$ cat config.mk
export PLATFORM = sky130hd
export DESIGN_NAME = nap_countdown
export DESIGN_NICKNAME = d
export VERILOG_FILES = /design/src/rtl/nap_countdown_pkg.sv /design/src/rtl/bcd2_dec.sv /design/src/rtl/nap_countdown.sv
export SDC_FILE = /design/constraint.sdc
export NUM_CORES = 1
export LEC_CHECK = 0
export CAP_MARGIN = 10
export CORE_MARGIN = 2
export CORE_UTILIZATION = 40
export CTS_CLUSTER_DIAMETER = 150
export DETAILED_ROUTE_END_ITERATION = 8
export PLACE_DENSITY = 0.71
export REMOVE_ABC_BUFFERS = 1
export SKIP_LAST_GASP = 1
export SLEW_MARGIN = 20
export SYNTH_ARGS = -nofsm -noshare
export SYNTH_HDL_FRONTEND = slang
export SYNTH_SLANG_ARGS = --single-unit
$ cat constraint.sdc
create_clock -name clock -period 2.6 [get_ports clock]
set_input_delay 0.52 -clock clock [delete_from_list [all_inputs] [get_ports clock]]
set_output_delay 0.52 -clock clock [all_outputs]
set_load 0.05 [all_outputs]
$ cat src/rtl/nap_countdown_pkg.sv
// Shared types and constants for the nap countdown timer.
// Holds the state encoding, BCD limits and a BCD digit check.
package nap_pkg;

   typedef enum logic [1:0] {
      IDLE  = 2'd0,
      RUN   = 2'd1,
      ALARM = 2'd2,
      RSVD  = 2'd3
   } state_t;

   localparam logic [7:0] BCD_ZERO       = 8'h00;
   localparam logic [7:0] HOUR_MAX_DEF   = 8'h23;
   localparam logic [7:0] MINSEC_MAX_DEF = 8'h59;

   function automatic logic bcd_ok(input logic [7:0] v);
      return (v[7:4] <= 4'd9) && (v[3:0] <= 4'd9);
   endfunction

endpackage

$ cat src/rtl/bcd2_dec.sv
// Two-digit BCD decrementer; at 00 it reloads the wrap value and raises borrow.
// Purely combinational so three of them chain within a single cycle.
module bcd2_dec
   import nap_pkg::*;
(
   input  logic [7:0] value,
   input  logic       dec_en,
   input  logic [7:0] wrap,
   output logic [7:0] next_value,
   output logic       borrow
);

   always_comb begin
      next_value = value;
      borrow     = 1'b0;
      if (dec_en) begin
         if (value == BCD_ZERO) begin
            next_value = wrap;
            borrow     = 1'b1;
         end else if (value[3:0] == 4'd0) begin
            next_value = {value[7:4] - 4'd1, 4'd9};
         end else begin
            next_value = {value[7:4], value[3:0] - 4'd1};
         end
      end
   end

endmodule

$ cat src/rtl/nap_countdown.sv
// Nap timer: keypad entry of hh:mm:ss in BCD, validation on completeSetting,
// once-per-second countdown and a latched alarm at zero.
module nap_countdown
   import nap_pkg::*;
#(
   parameter logic [7:0] HOUR_MAX   = HOUR_MAX_DEF,
   parameter logic [7:0] MINSEC_MAX = MINSEC_MAX_DEF
) (
   input  logic       clock,
   input  logic       reset,
   input  logic       hour_en,
   input  logic       min_en,
   input  logic       sec_en,
   input  logic       completeSetting,
   input  logic       key_valid,
   input  logic [3:0] key_digit,
   input  logic       tick_1hz,
   input  logic       cancel,
   output logic [7:0] hour_bcd,
   output logic [7:0] min_bcd,
   output logic [7:0] sec_bcd,
   output logic       running,
   output logic       alarm,
   output logic       entry_error
);

   state_t     state_q, state_d;
   logic [7:0] hour_q, min_q, sec_q;
   logic [7:0] hour_d, min_d, sec_d;
   logic [7:0] hour_nx, min_nx, sec_nx;
   logic       sec_b, min_b, hour_b;
   logic       cs_p1, val_req_p1;
   logic       err_q, err_d;
   logic       cs_rise, dec_go, key_is_digit, entry_ok, nx_zero;

   assign cs_rise      = completeSetting && !cs_p1;
   assign dec_go       = (state_q == RUN) && tick_1hz && !cancel;
   assign key_is_digit = (key_digit <= 4'd9);

   assign entry_ok = bcd_ok(hour_q) && bcd_ok(min_q) && bcd_ok(sec_q) &&
                     (hour_q <= HOUR_MAX) && (min_q <= MINSEC_MAX) &&
                     (sec_q <= MINSEC_MAX) &&
                     !((hour_q == BCD_ZERO) && (min_q == BCD_ZERO) && (sec_q == BCD_ZERO));

   bcd2_dec u_sec_dec (
      .value      (sec_q),
      .dec_en     (dec_go),
      .wrap       (MINSEC_MAX),
      .next_value (sec_nx),
      .borrow     (sec_b)
   );

   bcd2_dec u_min_dec (
      .value      (min_q),
      .dec_en     (sec_b),
      .wrap       (MINSEC_MAX),
      .next_value (min_nx),
      .borrow     (min_b)
   );

   bcd2_dec u_hour_dec (
      .value      (hour_q),
      .dec_en     (min_b),
      .wrap       (HOUR_MAX),
      .next_value (hour_nx),
      .borrow     (hour_b)
   );

   assign nx_zero = (hour_nx == BCD_ZERO) && (min_nx == BCD_ZERO) && (sec_nx == BCD_ZERO);

   always_comb begin
      state_d = state_q;
      hour_d  = hour_q;
      min_d   = min_q;
      sec_d   = sec_q;
      err_d   = 1'b0;
      unique case (state_q)
         IDLE: begin
            // Validation runs one cycle after the rising edge so a digit keyed
            // on that same edge is already in the fields.
            if (val_req_p1) begin
               if (entry_ok) begin
                  state_d = RUN;
               end else begin
                  err_d  = 1'b1;
                  hour_d = BCD_ZERO;
                  min_d  = BCD_ZERO;
                  sec_d  = BCD_ZERO;
               end
            end else if (key_valid && key_is_digit) begin
               if (sec_en)       sec_d  = {sec_q[3:0], key_digit};
               else if (min_en)  min_d  = {min_q[3:0], key_digit};
               else if (hour_en) hour_d = {hour_q[3:0], key_digit};
            end
         end
         RUN: begin
            if (cancel) begin
               state_d = IDLE;
               hour_d  = BCD_ZERO;
               min_d   = BCD_ZERO;
               sec_d   = BCD_ZERO;
            end else if (dec_go) begin
               hour_d = hour_nx;
               min_d  = min_nx;
               sec_d  = sec_nx;
               // A borrow out of hours would mean underflow past zero; treat it as expiry.
               if (nx_zero || hour_b) begin
                  state_d = ALARM;
                  hour_d  = BCD_ZERO;
                  min_d   = BCD_ZERO;
                  sec_d   = BCD_ZERO;
               end
            end
         end
         ALARM: begin
            hour_d = BCD_ZERO;
            min_d  = BCD_ZERO;
            sec_d  = BCD_ZERO;
            if (key_valid || cancel) state_d = IDLE;
         end
         default: begin
            state_d = IDLE;
            hour_d  = BCD_ZERO;
            min_d   = BCD_ZERO;
            sec_d   = BCD_ZERO;
         end
      endcase
   end

   always_ff @(posedge clock or posedge reset) begin
      if (reset) begin
         state_q    <= IDLE;
         hour_q     <= BCD_ZERO;
         min_q      <= BCD_ZERO;
         sec_q      <= BCD_ZERO;
         err_q      <= 1'b0;
         cs_p1      <= 1'b0;
         val_req_p1 <= 1'b0;
      end else begin
         state_q    <= state_d;
         hour_q     <= hour_d;
         min_q      <= min_d;
         sec_q      <= sec_d;
         err_q      <= err_d;
         cs_p1      <= completeSetting;
         val_req_p1 <= cs_rise && (state_q == IDLE);
      end
   end

   assign hour_bcd    = hour_q;
   assign min_bcd     = min_q;
   assign sec_bcd     = sec_q;
   assign running     = (state_q == RUN);
   assign alarm       = (state_q == ALARM);
   assign entry_error = err_q;

endmodule

==> results of run 1 <==
report_power, final:
part | leakage (nW) | internal (mW) | switching (mW) | total, mW
clock | 0.0450 | 0.186 | 0.195 | 0.381
combinational | 1.41 | 1.90 | 2.56 | 4.46
sequential | 0.371 | 0.635 | 0.187 | 0.822
routing by layer:
metal | track usage | routed length (um) | vias to the layer above
met5 | 0 | 0 | -
met4 | 0.0851 | 279 | 0
met3 | 0.0418 | 745 | 25
met2 | 0.438 | 4670 | 151
met1 | 0.351 | 4030 | 1496
li1 | - | - | 1488
worst max-delay path, delay by kind of cell, from the launching register on:
family,cells,cell delay [ps]
AOI/OAI and AO/OA,4,740
adders and majority gates,1,200
buffers and inverters,3,430
DFF,1,350
and+or+nand+nor,3,920
Yosys cell counts (4+ instances only):
cell type                  instances
sky130_fd_sc_hd__nor2_1           39
sky130_fd_sc_hd__a31oi_1           5
sky130_fd_sc_hd__inv_1            18
sky130_fd_sc_hd__a21oi_1          21
sky130_fd_sc_hd__nand3_1          12
sky130_fd_sc_hd__mux2i_1           7
sky130_fd_sc_hd__nor3_1           13
sky130_fd_sc_hd__o21ai_1           5
sky130_fd_sc_hd__o21ai_0          17
sky130_fd_sc_hd__o311ai_0          4
sky130_fd_sc_hd__a211oi_1          5
sky130_fd_sc_hd__nand2_1          35
sky130_fd_sc_hd__o31ai_1          13
sky130_fd_sc_hd__ha_1             19
sky130_fd_sc_hd__o21bai_1          7
sky130_fd_sc_hd__nor4_1            5
sky130_fd_sc_hd__dfrtp_1          29
sky130_fd_sc_hd__or4_1             4
sky130_fd_sc_hd__clkbuf_1         12
state kept, by name, summed over array words and instances, names as in the netlist:
name         cells
cs_p1            1
entry_error      1
hour_bcd         8
min_bcd          8
sec_bcd          8
state_q          2
val_req_p1       1
final timing paths:
path                                        start  cells past startpoint                       to  slack (ps)
hold / removal                    cs_p1$_DFF_PP0_                      1     val_req_p1$_DFF_PP0_         420
hold reg to reg                   cs_p1$_DFF_PP0_                      1     val_req_p1$_DFF_PP0_         420
max in group asynchronous                   reset                      3  hour_bcd[0]$_DFFE_PP0P_        1690
min in group asynchronous                   reset                      3   sec_bcd[5]$_DFFE_PP0P_         610
setup / recovery           min_bcd[0]$_DFFE_PP0P_                     11  hour_bcd[4]$_DFFE_PP0P_        -150
setup reg to reg           min_bcd[0]$_DFFE_PP0P_                     11  hour_bcd[4]$_DFFE_PP0P_        -150
cell usage in the layout, fill, tap and decap left out, drive strengths merged, types with 4 or more instances in the layout:
| cell type | synthesis | layout |
|---|---|---|
| buf | 6 | 102 |
| nor2 | 40 | 40 |
| clkdlybuf4s50 | 0 | 37 |
| nand2 | 35 | 35 |
| dfrtp | 29 | 29 |
| o21ai | 22 | 22 |
| a21oi | 21 | 21 |
| ha | 19 | 19 |
| inv | 18 | 18 |
| nor3 | 14 | 14 |
| o31ai | 14 | 14 |
| nand3 | 13 | 13 |
| mux2i | 7 | 7 |
| o21bai | 7 | 7 |
| clkbuf | 13 | 6 |
| nor3b | 6 | 6 |
| a211oi | 5 | 5 |
| a31oi | 5 | 5 |
| nor4 | 5 | 5 |
| nand4 | 4 | 4 |
| or3b | 4 | 4 |
| or4 | 4 | 4 |
| o311ai | 4 | 4 |
layout make-up:
class	instances	area, sq um
inverter	18	67.6
multi-input combinational	269	1980
tap	77	96.3
timing repair buffer	141	1200
clock inverter	2	10.0
clock buffer	6	72.6
fill	530	2190
sequential	29	726
stage by stage:
stage | cell area, sq um | TNS, ps
final | 4160 | -2420
after floorplan | 2550 | -31970
after global routing | 4160 | -4970
after detailed placement | 3650 | -10770
after global placement | 3650 | -9630
after CTS | 3920 | -1970
repair_timing:
item | 4_1_cts | 5_1_grt
endpoints found under the setup margin | 21 | 26
hold buffers | 0 | 0
buffers inserted | 8 | 15
resized for setup | 30 | 30
pin swaps | 17 | 18
gates cloned | 1 | 0
logic make-up after synthesis:
group                      synth area share
and+or+nand+nor                       0.294
AOI/OAI and AO/OA                     0.252
buffers and inverters                0.0588
DFF                                   0.275
adders and majority gates            0.0902
muxes                                0.0266
xor gates and xnor gates            0.00332
==> impl_metrics.ini, run 1 <==
[routing]
remaining_antenna_violation_count_after_routing = 0
drt_iter0_drc = 276
detailroute.via_count = 3160
drc_errors = 0
route.detailed.vias_per_inst = 5.83
wire_per_inst_um = 17.9
dr.pass1.iters = 7
route.final.wire_length_um = 9720

[timing]
maxClockFrequency_ghz = 0.363
report.final.hold_viol_count = 0
finalMaxSlewViolations = 0
final.period_utilization = 1.06
worst_pin_slew_ps = 510
setup_viol = 21
min_period_ps = 2750
final.hold.worst_slack_ps = 421
slew-limit-headroom = 0.659
setup_slack_ps = -155
rsz_0062_raised_after_global_routing = true
max_clock_skew_ps = 7.30

[clock_network]
cts-buffers-inserted = 5
worstSkewPairLatency_ps = 290
tritoncts = done
cts.path.max_buffers = 2
h-tree-depth = 2
clk_transition_reported_paths_ps = 70
cts.sink_count = 29
clock_tree.root_cell = sky130_fd_sc_hd__clkbuf_8

[cells_and_area]
num_antenna_cells = 0
areaGrowthSynthToFinish_pct = 57.8
drive_gt1_frac = 0.353
post_layout_cell_count = 542
finalCoreUtilization = 0.655
layout.nets = 496

[floorplan]
die_h_um = 85.2
coreArea_sq_um = 6350
die_width_um = 85.2
std_cell_rows = 29
die-area_sq_um = 7260
initial_core_util = 0.415
top_level_ports = 40

[synth]
dominantRegCellSynth = sky130_fd_sc_hd__dfrtp_1
ys_async_sr_fraction = 1.00
synth_enable_flop_cells = 0
syn-cell-area_sq_um = 2640
yosys-top-cells-area = sky130_fd_sc_hd__dfrtp_1 (28%), sky130_fd_sc_hd__ha_1 (9.0%), sky130_fd_sc_hd__nor2_1 (5.6%)
synth.ff_latch_count = 29
ys_seq_area_frac = 0.275
synth_area_per_cell_sq_um = 7.87
netlist.top_cell.by_area = sky130_fd_sc_hd__dfrtp_1
netlist-cell-type-count = 60
post_synth_inst_count = 335
synthesis.yosys.warnings = 0
synth_largest_type_area_fraction = 0.275

[run_status]
violations = negative setup slack
status = complete, but fails checks

[placement]
io_buffers = 39
place_worst_setup_slack_ps = -583
place_hpwl_um = 6770
gp_congestion = 0.898
placed_cells = 511

[grt]
grt_antenna_before_repair = 0
grt_pass1_wl_um = 15200
gr-total-overflow = 0
pin_count_of_the_biggest_net_entering_global_routing = 30
gr-usage-all-layers = 0.264
grt_pass1_vias = 3024

[power]
p_per_area_nw_per_um2 = 1360
vdd_ir_drop_max_v = 0.000924
leakage_nw = 1.83
total_power_draw_mw = 5.66

[critical_path]
endpoint_kind = flip-flop
arrival_ps = 2920
crit_path_start_kind = flip-flop
worstPathCellList = inv_1, ha_1, nor3b_1, buf_4, nor4_2, a32o_2, a22oi_2, or4_4, o31ai_4, buf_6, o221ai_2
worst_path_max_delay_cell = sky130_fd_sc_hd__or4_4
maximum_fanout_count_along_the_critical_path = 6
worst_ep_required_time_ps = 2760
critPathMaxStageDelay_ps = 530
timing_worst_setup_path_type = reg2reg

[hold_path]
min_path_type = reg2reg

[job]
drv_cap = 0
Power figures use the tool's default switching activity.
==> run 2: changes to the inputs <==
--- a/config.mk
+++ b/config.mk
@@ -8,7 +8,7 @@
 export CAP_MARGIN = 10
 export CORE_MARGIN = 2
 export CORE_UTILIZATION = 40
-export CTS_CLUSTER_DIAMETER = 150
+export CTS_CLUSTER_DIAMETER = 60
 export DETAILED_ROUTE_END_ITERATION = 8
 export PLACE_DENSITY = 0.71
 export REMOVE_ABC_BUFFERS = 1
==> results of run 2 <==
Same layout as run 1: the final DEF is identical, and so are final timing and power.
==> run 3: changes to the inputs <==
--- a/config.mk
+++ b/config.mk
@@ -6,11 +6,10 @@
 export NUM_CORES = 1
 export LEC_CHECK = 0
 export CAP_MARGIN = 10
-export CORE_MARGIN = 2
-export CORE_UTILIZATION = 40
+export CORE_UTILIZATION = 50
 export CTS_CLUSTER_DIAMETER = 60
 export DETAILED_ROUTE_END_ITERATION = 8
-export PLACE_DENSITY = 0.71
+export PLACE_DENSITY = 0.85
 export REMOVE_ABC_BUFFERS = 1
 export SKIP_LAST_GASP = 1
 export SLEW_MARGIN = 20
==> run 3 against run 2 <==
- the run still ends with negative setup slack left
- power up 1.2%
- cell area shrank 1.8%
- critical path depth stayed put
- final cell count fell by 3.3%
- largest cell class unchanged
- highest routed layer unchanged
==> impl_metrics.ini, run 3 (synthesized netlist as in run 1, its figures left out) <==
[run_status]
status = complete, but fails checks
violations = negative setup slack

[critical_path]
arrival_ps = 3040
cp_common_cell = sky130_fd_sc_hd__o31ai_4
worst_r2r_startpoint = sec_bcd[1]$_DFFE_PP0P_
worst_path_max_delay_cell = sky130_fd_sc_hd__or4_4
worst_reg2reg_setup_slack_ps = -290
critPathMaxStageDelay_ps = 530
crit_path_start_kind = flip-flop
worstPathCellList = inv_2, ha_4, nor3b_4, buf_4, nand2_1, a21oi_2, nand3_1, or4_4, o31ai_4, buf_6, o31ai_4
worstRegToRegCells = 11
r2r-end = hour_bcd[3]$_DFFE_PP0P_
maximum_fanout_count_along_the_critical_path = 6
timing_worst_setup_path_type = reg2reg
endpoint_kind = flip-flop
worst_ep_required_time_ps = 2750

[job]
drv_cap = 0

[floorplan]
std_cell_rows = 26
die_h_um = 74.6
die_width_um = 74.6
coreArea_sq_um = 5110
initial_core_util = 0.516
die-area_sq_um = 5570
top_level_ports = 40

[clock_network]
cts-buffers-inserted = 5
tritoncts = done
cts.sink_count = 29
worstSkewPairLatency_ps = 280
clock_tree.root_cell = sky130_fd_sc_hd__clkbuf_8
clk_transition_reported_paths_ps = 70
h-tree-depth = 2
cts_hold_repair.buffers = 0
cts.path.max_buffers = 2

[cells_and_area]
finalCoreUtilization = 0.800
post_layout_cell_count = 524
areaGrowthSynthToFinish_pct = 54.9
drive_gt1_frac = 0.324
mostFrequentLayoutCells = sky130_fd_sc_hd__buf_4 (84), sky130_fd_sc_hd__nor2_1 (39), sky130_fd_sc_hd__clkdlybuf4s50_1 (37)
layout.nets = 485
final_area_sq_um = 4080
num_antenna_cells = 0
most_common_cell_after_layout_fill_and_taps_aside = sky130_fd_sc_hd__buf_4

[timing]
final.period_utilization = 1.11
max_clock_skew_ps = 4.08
slew-limit-headroom = 0.656
setup_viol = 20
final.hold.worst_slack_ps = 419
finalMaxSlewViolations = 0
rsz_0062_raised_after_global_routing = true
setup_slack_ps = -291
worst_pin_slew_ps = 514
min_period_ps = 2890
report.final.hold_viol_count = 0
maxClockFrequency_ghz = 0.346
tns_ps = -5210

[grt]
grt_pass1_vias = 2997
grt_antenna_before_repair = 0
grt_pass1_wl_um = 14700
gr-total-overflow = 0
gr-usage-all-layers = 0.356
pin_count_of_the_biggest_net_entering_global_routing = 30

[routing]
drc_errors = 0
remaining_antenna_violation_count_after_routing = 0
route.final.wire_length_um = 10500
drt-met1-wl_um = 3940
met2_length_um = 4880
wire_per_inst_um = 20.0
drt_iter0_drc = 465
dr_wl_met3_um = 1040
route.detailed.vias_per_inst = 6.54
dr_top_layer = met4
detailroute.via_count = 3428
dr.pass1.iters = 5

[hold_path]
min_path_type = reg2reg
whs_endpoint = val_req_p1$_DFF_PP0_
cell_count_of_the_worst_hold_path = 1
min-delay-start = cs_p1$_DFF_PP0_

[power]
leakage_nw = 1.76
total_power_draw_mw = 5.73
p_per_area_nw_per_um2 = 1400
vdd_ir_drop_max_v = 0.000865

[placement]
place_hpwl_um = 6740
placed_cells = 498
gp_congestion = 1.00
io_buffers = 39
place_worst_setup_slack_ps = -515
placedInstanceArea_sq_um = 3580
[run 3: cell type report]
cell class / count / area, sq um
fillers: 319 / 1020
flip-flops and latches: 29 / 726
repair buffers: 130 / 1110
multi-input cells: 269 / 2010
inverters: 18 / 67.6
well taps: 70 / 87.6
clock buffers: 8 / 80.1
[run 3: what timing repair did]
action / 4_1_cts / 5_1_grt
pin swaps: 16 / 16
buffers inserted: 5 / 11
cloned: 2 / 0
setup endpoints to repair: 20 / 24
resized for setup: 33 / 28
[run 3: where the power goes]
group          leakage, nW  internal [mW]  switching (mW)
clock network       0.0395          0.190           0.184
logic                 1.35           1.85            2.66
registers            0.371          0.635           0.213
[run 3: how the worst max path moves through the flow]
| stage | start | end | slack [ps] |
|---|---|---|---|
| after floorplan | min_bcd[0]$_DFFE_PP0P_ | hour_bcd[4]$_DFFE_PP0P_ | -1400 |
| after global placement | cancel | hour_bcd[4]$_DFFE_PP0P_ | -450 |
| after detailed placement | cancel | hour_bcd[4]$_DFFE_PP0P_ | -510 |
| after CTS | sec_bcd[1]$_DFFE_PP0P_ | state_q[0]$_DFFE_PP0P_ | -200 |
| after global routing | sec_bcd[0]$_DFFE_PP0P_ | hour_bcd[3]$_DFFE_PP0P_ | -400 |
| final | sec_bcd[1]$_DFFE_PP0P_ | hour_bcd[3]$_DFFE_PP0P_ | -290 |
[run 3: critical path: cells and delay by family, from the launching register on]
kind,cells,cell delay [ps]
fa+ha+maj,1,140
buf+inv,3,480
compound gates,3,650
simple gates,4,1110
flops,1,390
[run 3: routing by layer]
metal  track usage  vias up
met1         0.447     1605
met4         0.216        0
met2         0.561      272
met3        0.0790       79
li1              -     1472
met5             0        -
==> RTL change (settings of run 3) <==
Remove the register `err_q`: a continuous assignment takes its place, so the output `entry_error` follows one clock earlier.
--- a/src/rtl/nap_countdown.sv
+++ b/src/rtl/nap_countdown.sv
@@ -133,7 +133,6 @@
          hour_q     <= BCD_ZERO;
          min_q      <= BCD_ZERO;
          sec_q      <= BCD_ZERO;
-         err_q      <= 1'b0;
          cs_p1      <= 1'b0;
          val_req_p1 <= 1'b0;
       end else begin
@@ -141,11 +140,12 @@
          hour_q     <= hour_d;
          min_q      <= min_d;
          sec_q      <= sec_d;
-         err_q      <= err_d;
          cs_p1      <= completeSetting;
          val_req_p1 <= cs_rise && (state_q == IDLE);
       end
    end
+
+   assign err_q = err_d;
 
    assign hour_bcd    = hour_q;
    assign min_bcd     = min_q;
Check against the original RTL: not equivalent (a bounded check fails within 4 cycles, from zero or initial values and one cycle with reset high).
==> RTL change against run 3 <==
The run still ends with setup timing left; worst setup slack improved by 0.10 ns; routed wire length increased by 0.12%; sequential cell count decreased by 1; cell area decreased by 0.67%; utilization about the same; power decreased by 9.6%; area after synthesis decreased by 0.14%; synthesized cell count decreased by 5.1%; critical path type is now flop to output port; largest cell class unchanged.
==> RTL change: results (changes against run 3) <==
Placement
  – HPWL Detailed: 7050 um (+4.5%)
  – Routability-driven placement congestion ratio: 0.980 (-2.2%)

Synth
  – Synth Area in XOR/XNOR: 0% (-0.33 points)
  – Post-synthesis mux area share: 3.71% (+1.0 points)
  – Seq/Total Area, Yosys: 26.6% (-0.91 points)
  – Mapped Cells: 318 (-5.1%)

Power and ir drop
  – Logic power comb: 3.99 mW (-12%)
  – Maximum vdd drop: 646 uV (-25%)
  – Static Leak: 1.72 nW (-2.0%)
  – Flop pwr share: 15.7% (+0.9 points)

STA
  – Clk_skew: 0.0140 ns (+0.00993 ns)
  – Setup TNS: -0.259 ns (+4.95 ns)
  – Worst Max-Slew Pin Slew: 0.513 ns (-0.00127 ns)
  – Setup violators final: 2 (-90%)
  – Setup WS post-layout: -0.189 ns (+0.102 ns)

Global route
  – Vias in the first global route: 3,135 (+4.6%)
  – Pin count of the biggest net entering global routing: 29 (-3.3%)
  – GRT Util Overall: 38.2% (+2.6 points)
  – First-pass GRT wire length: 15,800 um (+7.4%)

Cells and area
  – Non-clock buffers, area share: 28.1% (+0.80 points)
  – Share of layout cells above drive strength 1: 35.6% (+3.3 points)
  – Non-clock inverter total of the final layout: 22 (+4)
  – Clkbuf count: 3 (-5)
  – Multi-input gate share of total cell area: 48.7% (-0.53 points)
  – FF+latch count: 28 (-3.4%)
  – Synth-to-layout area growth: 54.1%
  – Fill cells: 326 (+2.2%)

Run status
  – Failing checks: setup timing
  – Status: finished, violations left

Critical path
  – Crit path DAT: 2.27 ns (-0.77 ns)
  – Setup crit start: sec_bcd[4]$_DFFE_PP0P_
  – Register-to-register setup slack: -0.07 ns (+0.22 ns)
  – Max incr delay on CP: 0.44 ns (-0.09 ns)
  – Crit path to: entry_error
  – Top Family by Delay on Critical Path: compound AO/OA/AOI/OAI gates

Detailed routing
  – Initial DRC count: 466 (+0.22%)

Clocking
  – Clock slew at reported path FFs: 0.12 ns (+0.05 ns)
  – Clock Latency Late Sink: 0.30 ns (+0.02 ns)
RTL change: cell types whose count changed after synthesis, sizes merged, moves of 5 or more:
cell | before | now
nor2 | 40 | 24
a21oi | 21 | 26
o21ai | 22 | 27
mux2 | 0 | 5
nand3 | 13 | 8
o31ai | 14 | 4
nand2 | 35 | 24
clkbuf | 13 | 8
RTL change: repair_timing:
| item | 4_1_cts | 5_1_grt |
|---|---|---|
| endpoints found under the setup margin | 2 | 17 |
| resized for setup | 34 | 25 |
| setup buffers | 9 | 5 |
| cloned | 0 | 1 |
| pin swaps | 11 | 4 |
| hold buffers | 0 | 0 |
RTL change: layer usage:
| layer | share of wire, % | vias to the layer above | wire [um] | GRT usage, % |
|---|---|---|---|---|
| met5 | 0 | - | 0 | 0 |
| met4 | 4.7 | 0 | 494 | 20.5 |
| met3 | 10 | 55 | 1060 | 5.15 |
| met2 | 47 | 252 | 4980 | 65.1 |
| met1 | 38 | 1534 | 3980 | 46.7 |
| li1 | - | 1437 | - | - |
